**src/rtl/imem_loader.sv**
```systemverilog
// Boot loader: assembles a framed little-endian byte stream into 32-bit words,
// writes them to instruction memory and holds the core in reset until the image checksum matches.
module imem_loader #(
   parameter int          DEPTH_WORDS = 4096,
   parameter logic [31:0] BASE_ADDR   = 32'h0000_0000
) (
   input  logic        clk_i,
   input  logic        rst_i,
   input  logic        start_i,
   input  logic        byte_valid_i,
   input  logic [7:0]  byte_data_i,
   output logic        byte_ready_o,
   output logic        wr_en_o,
   output logic [31:0] wr_addr_o,
   output logic [31:0] wr_data_o,
   output logic [12:0] words_o,
   output logic        busy_o,
   output logic        done_o,
   output logic        err_o,
   output logic        cpu_rst_o
);

   typedef enum logic [2:0] {
      S_HDR0,
      S_HDR1,
      S_DATA,
      S_CSUM,
      S_DONE,
      S_ERR
   } state_t;

   localparam logic [16:0] DEPTH_LIM = 17'(DEPTH_WORDS);

   state_t      state_q, state_d;
   logic [7:0]  count_lo_q;
   logic [15:0] count_q;
   logic [15:0] count_hdr;
   logic [1:0]  byte_idx_q;
   logic [23:0] asm_q;
   logic [7:0]  csum_q;
   logic [12:0] words_q;
   logic        wr_en_q;
   logic [31:0] wr_addr_q;
   logic [31:0] wr_data_q;
   logic        xfer;
   logic        word_done;
   logic        last_word;
   logic        rearm;

   assign byte_ready_o = (state_q == S_HDR0) || (state_q == S_HDR1) ||
                         (state_q == S_DATA) || (state_q == S_CSUM);
   assign xfer         = byte_valid_i && byte_ready_o;
   assign count_hdr    = {byte_data_i, count_lo_q};
   assign word_done    = xfer && (state_q == S_DATA) && (byte_idx_q == 2'd3);
   assign last_word    = word_done && (({3'b000, words_q} + 16'd1) == count_q);
   assign rearm        = start_i && ((state_q == S_DONE) || (state_q == S_ERR));

   always_ff @(posedge clk_i or posedge rst_i) begin
      if (rst_i) begin
         state_q <= S_HDR0;
      end else begin
         state_q <= state_d;
      end
   end

   always_comb begin
      state_d = state_q;
      case (state_q)
         S_HDR0: if (xfer) state_d = S_HDR1;
         S_HDR1: begin
            if (xfer) begin
               if ({1'b0, count_hdr} > DEPTH_LIM) state_d = S_ERR;
               else if (count_hdr == 16'd0)      state_d = S_CSUM;
               else                              state_d = S_DATA;
            end
         end
         S_DATA: if (last_word) state_d = S_CSUM;
         S_CSUM: begin
            if (xfer) state_d = (byte_data_i == csum_q) ? S_DONE : S_ERR;
         end
         S_DONE: if (start_i) state_d = S_HDR0;
         S_ERR:  if (start_i) state_d = S_HDR0;
         default: state_d = S_HDR0;
      endcase
   end

   // Bytes shift in from the top so the first byte of a word ends up in bits [7:0];
   // the write address points at the pending word and advances once that word has been written.
   always_ff @(posedge clk_i or posedge rst_i) begin
      if (rst_i) begin
         count_lo_q <= 8'd0;
         count_q    <= 16'd0;
         byte_idx_q <= 2'd0;
         asm_q      <= 24'd0;
         csum_q     <= 8'd0;
         words_q    <= 13'd0;
         wr_en_q    <= 1'b0;
         wr_addr_q  <= BASE_ADDR;
         wr_data_q  <= 32'd0;
      end else begin
         wr_en_q <= word_done;
         if (wr_en_q) wr_addr_q <= wr_addr_q + 32'd4;
         if (xfer && (state_q == S_HDR0)) count_lo_q <= byte_data_i;
         if (xfer && (state_q == S_HDR1)) count_q <= count_hdr;
         if (xfer && (state_q == S_DATA)) begin
            csum_q     <= csum_q ^ byte_data_i;
            byte_idx_q <= byte_idx_q + 2'd1;
            if (byte_idx_q == 2'd3) begin
               wr_data_q <= {byte_data_i, asm_q};
               words_q   <= words_q + 13'd1;
            end else begin
               asm_q <= {byte_data_i, asm_q[23:8]};
            end
         end
         if (rearm) begin
            words_q    <= 13'd0;
            csum_q     <= 8'd0;
            byte_idx_q <= 2'd0;
            wr_addr_q  <= BASE_ADDR;
         end
      end
   end

   assign wr_en_o   = wr_en_q;
   assign wr_addr_o = wr_addr_q;
   assign wr_data_o = wr_data_q;
   assign words_o   = words_q;
   assign busy_o    = (state_q == S_HDR1) || (state_q == S_DATA) || (state_q == S_CSUM);
   assign done_o    = (state_q == S_DONE);
   assign err_o     = (state_q == S_ERR);
   assign cpu_rst_o = (state_q != S_DONE);

endmodule

```
**config.mk**
```make
export PLATFORM = sky130hd
export DESIGN_NAME = imem_loader
export DESIGN_NICKNAME = d
export VERILOG_FILES = /design/src/rtl/imem_loader.sv
export SDC_FILE = /design/constraint.sdc
export NUM_CORES = 1
export LEC_CHECK = 0
export BUFFER_PORTS_ARGS = -buffer_cell sky130_fd_sc_hd__buf_2
export CAP_MARGIN = 20
export CORE_MARGIN = 1
export CORE_UTILIZATION = 40
export DETAILED_ROUTE_END_ITERATION = 16
export SLEW_MARGIN = 20
export SYNTH_ARGS = -nofsm -noshare
export SYNTH_HDL_FRONTEND = slang
export SYNTH_SLANG_ARGS = --single-unit
```
**constraint.sdc**
```tcl
create_clock -name clk_i -period 5.3 [get_ports clk_i]
set_clock_uncertainty 0.15 [all_clocks]
set_input_delay 1.06 -clock clk_i [delete_from_list [all_inputs] [get_ports clk_i]]
set_output_delay 1.06 -clock clk_i [all_outputs]
set_load 0.02 [all_outputs]
```
==> results.json <==
{
  "start_util_pct": 40.92,
  "yosys-top-cells-area": "dfrtp_1 55%, mux2_2 8.7%, nand2_1 7.1%",
  "multi_input_area_um2": 2650,
  "rsz0062_at_grt": "false",
  "rows": 45,
  "timing.rr.start": "words_o[0]",
  "placed_cell_area_um2": 6842,
  "cts_hold_buf": 0,
  "clkSlewWorstSetupHoldPaths_ns": 0.06,
  "synth_edf_count": 0,
  "gp_congestion": 0.7639,
  "yosys.cell_types.count": 48,
  "numClockSinks": 137,
  "cts_max_level": 4,
  "synth_flop_cell": "dfrtp_1",
  "hpwl_um": 9421,
  "routedWlPerCell_um": 15.74,
  "via_count": 4605,
  "crit_path_end_kind": "flip-flop",
  "drt-initial-drc-count": 197,
  "post_cts_buffers": 0,
  "p_leak_nw": 3.762,
  "overflow": 0,
  "crit_required_ns": 5.47,
  "synth.avg_cell_area_um2": 10.51,
  "hp-class": "flip-flop to flip-flop",
  "fin_util_pct": 49.52,
  "placeableCoreArea_um2": 15200,
  "antenna_cells": 0,
  "grt_max_degree": 92,
  "drv_cap": 0,
  "setup_viol": 0,
  "peakVddDrop_v": 0.0002346,
  "vias_per_cell": 5.215,
  "worst-slew-pin-transition_ns": 0.8405,
  "relSlewSlack_pct": 43.96,
  "place_ws_ns": 1.880,
  "drt-total-wl_um": 13900,
  "crit_arrival_ns": 3.16,
  "crit_type": "input pin to flip-flop",
  "ioPinCount": 95,
  "grtUsageTotal_pct": 18.51,
  "yosys_warnings": 0,
  "hold_start": "asm_q[4]",
  "finalCritPeriodShare_pct": 56.28,
  "area_growth_pct": 21.02,
  "clockRootBuffer": "clkbuf_16",
  "tns_ns": 0,
  "die_h_um": 126.7,
  "ff2ff_path_depth": 7,
  "hold-worst-slack_ns": 0.3186,
  "yosysMostFrequentCell": "dfrtp_1",
  "grt_pass1_wl_um": 23080,
  "fin_ws_ns": 2.317,
  "final_nets": 697,
  "antenna_found_initial": 0,
  "min_period_ns": 2.983,
  "worstHoldEndpoint": "wr_data_o[4]",
  "synthArstFlopShare_pct": 100.0,
  "hold_viol": 0,
  "synth-seq-cells": 137,
  "synth_top_area_share_pct": 55.11,
  "maxSlewViolCount": 0,
  "numCtsBuffers": 17,
  "yosysTopAreaCell": "dfrtp_1",
  "max_freq_ghz": 0.3353,
  "drtAntennaViolNets": 0,
  "dieArea_um2": 16060,
  "die_w_um": 126.7,
  "worstSetupStartpointType": "input pin",
  "drive_gt1_share_pct": 26.04,
  "cts_tree": "yes",
  "hold_depth": 2,
  "seqCellArea_um2": 3428,
  "rrSetupSlack_ns": 2.53,
  "ys_seq_area_share_pct": 55.11,
  "drt_drc_violations_left": 0,
  "port_buffers": 92,
  "outcome": "finished clean",
  "clkLatencyLatePin_ns": 0.42,
  "dp_cells": 851,
  "instances_no_fill": 883,
  "first_pass_iters": 4,
  "postLayoutCellArea_um2": 7528,
  "power.density_nw_per_um2": 414.0,
  "worstPathMaxFanout": 20,
  "netlist_instances": 592,
  "ys_top_cells_by_count": "137 x dfrtp_1, 118 x nand2_1, 62 x nor2_1",
  "netlist_area_um2": 6221,
  "power.total_mw": 3.117,
  "clockBufferDepth": 2,
  "ctsResizeCount": 0,
  "r2r_end": "state_q[0]",
  "fillCellCount": 1393,
  "grt_pass1_vias": 4715
}
worst max-delay path by stage:
stage | slack, ns | depth (start not counted) | start | endpoint
floorplan | 0.42 | 1 | rst_i | asm_q[0]
global placement | 1.92 | 8 | byte_valid_i | words_o[6]
detailed placement | 1.88 | 8 | byte_valid_i | words_o[2]
CTS | 2.32 | 8 | byte_valid_i | words_o[2]
global route | 2.16 | 8 | byte_valid_i | words_o[5]
finish | 2.32 | 8 | byte_valid_i | words_o[2]
cell families after synthesis:
logic type | synth area share, %
AO/OA/AOI/OAI | 4.063
XOR/XNOR | 8.729
adder cells (fa/ha/maj) | 0.6034
buffers and inverters | 2.574
flip-flops | 55.11
multiplexers | 10.44
other | 0.06028
AND/OR/NAND/NOR | 18.42
critical path, cell delays in order:
cell and delay [ns]:
buf_2 0.12, nor4bb_2 0.16, buf_4 0.19, nand2_1 0.57, inv_2 0.27, nor2_1 0.50
o21ai_0 0.16, o21ai_0 0.11
state kept, by name, summed over array words and instances (netlist names):
| signal | count |
|---|---|
| asm_q | 24 |
| byte_idx_q | 2 |
| count_lo_q | 8 |
| count_q | 16 |
| csum_q | 8 |
| state_q | 3 |
| words_o | 13 |
| wr_addr_o | 30 |
| wr_data_o | 32 |
| wr_en_o | 1 |
power breakdown:
group          leakage (nW)  switching (mW)  internal, mW  total [mW]
logic                  1.58           0.220         0.215       0.435
clock network         0.329           0.441         0.930        1.37
registers              1.86           0.124          1.19        1.31
area by class of cell:
class	instances	share of cell area, %
inverters	8	0.4653
well taps	188	3.124
repair buffers	97	6.615
flip-flops and latches	137	45.54
multi-input cells	421	35.20
clock inverters	12	3.257
clock buffers	20	5.800
routing by layer:
layer  GRT usage [%]  vias to the layer above  part of all wire, %
li1                -                     2165                    -
met1           22.61                     2307                   44
met2           31.23                      108                   49
met3           4.766                       25                  4.4
met4           7.773                        0                  2.0
met5               0                        -                    0
cell usage in the layout (no fill, tap or decap), types with 6 or more instances in the layout:
cell type,n
a21oi_1,6
and2_1,8
buf_2,92
bufinv_16,7
clkbuf_16,17
dfrtp_1,137
inv_1,6
mux2_1,7
mux2_2,48
nand2_1,118
nand3_1,15
nand4_1,12
nor2_1,62
nor4_1,7
o21ai_0,16
o31ai_1,7
xnor2_1,37
xor2_1,25
No activity file was read; power rests on OpenSTA's default activity.
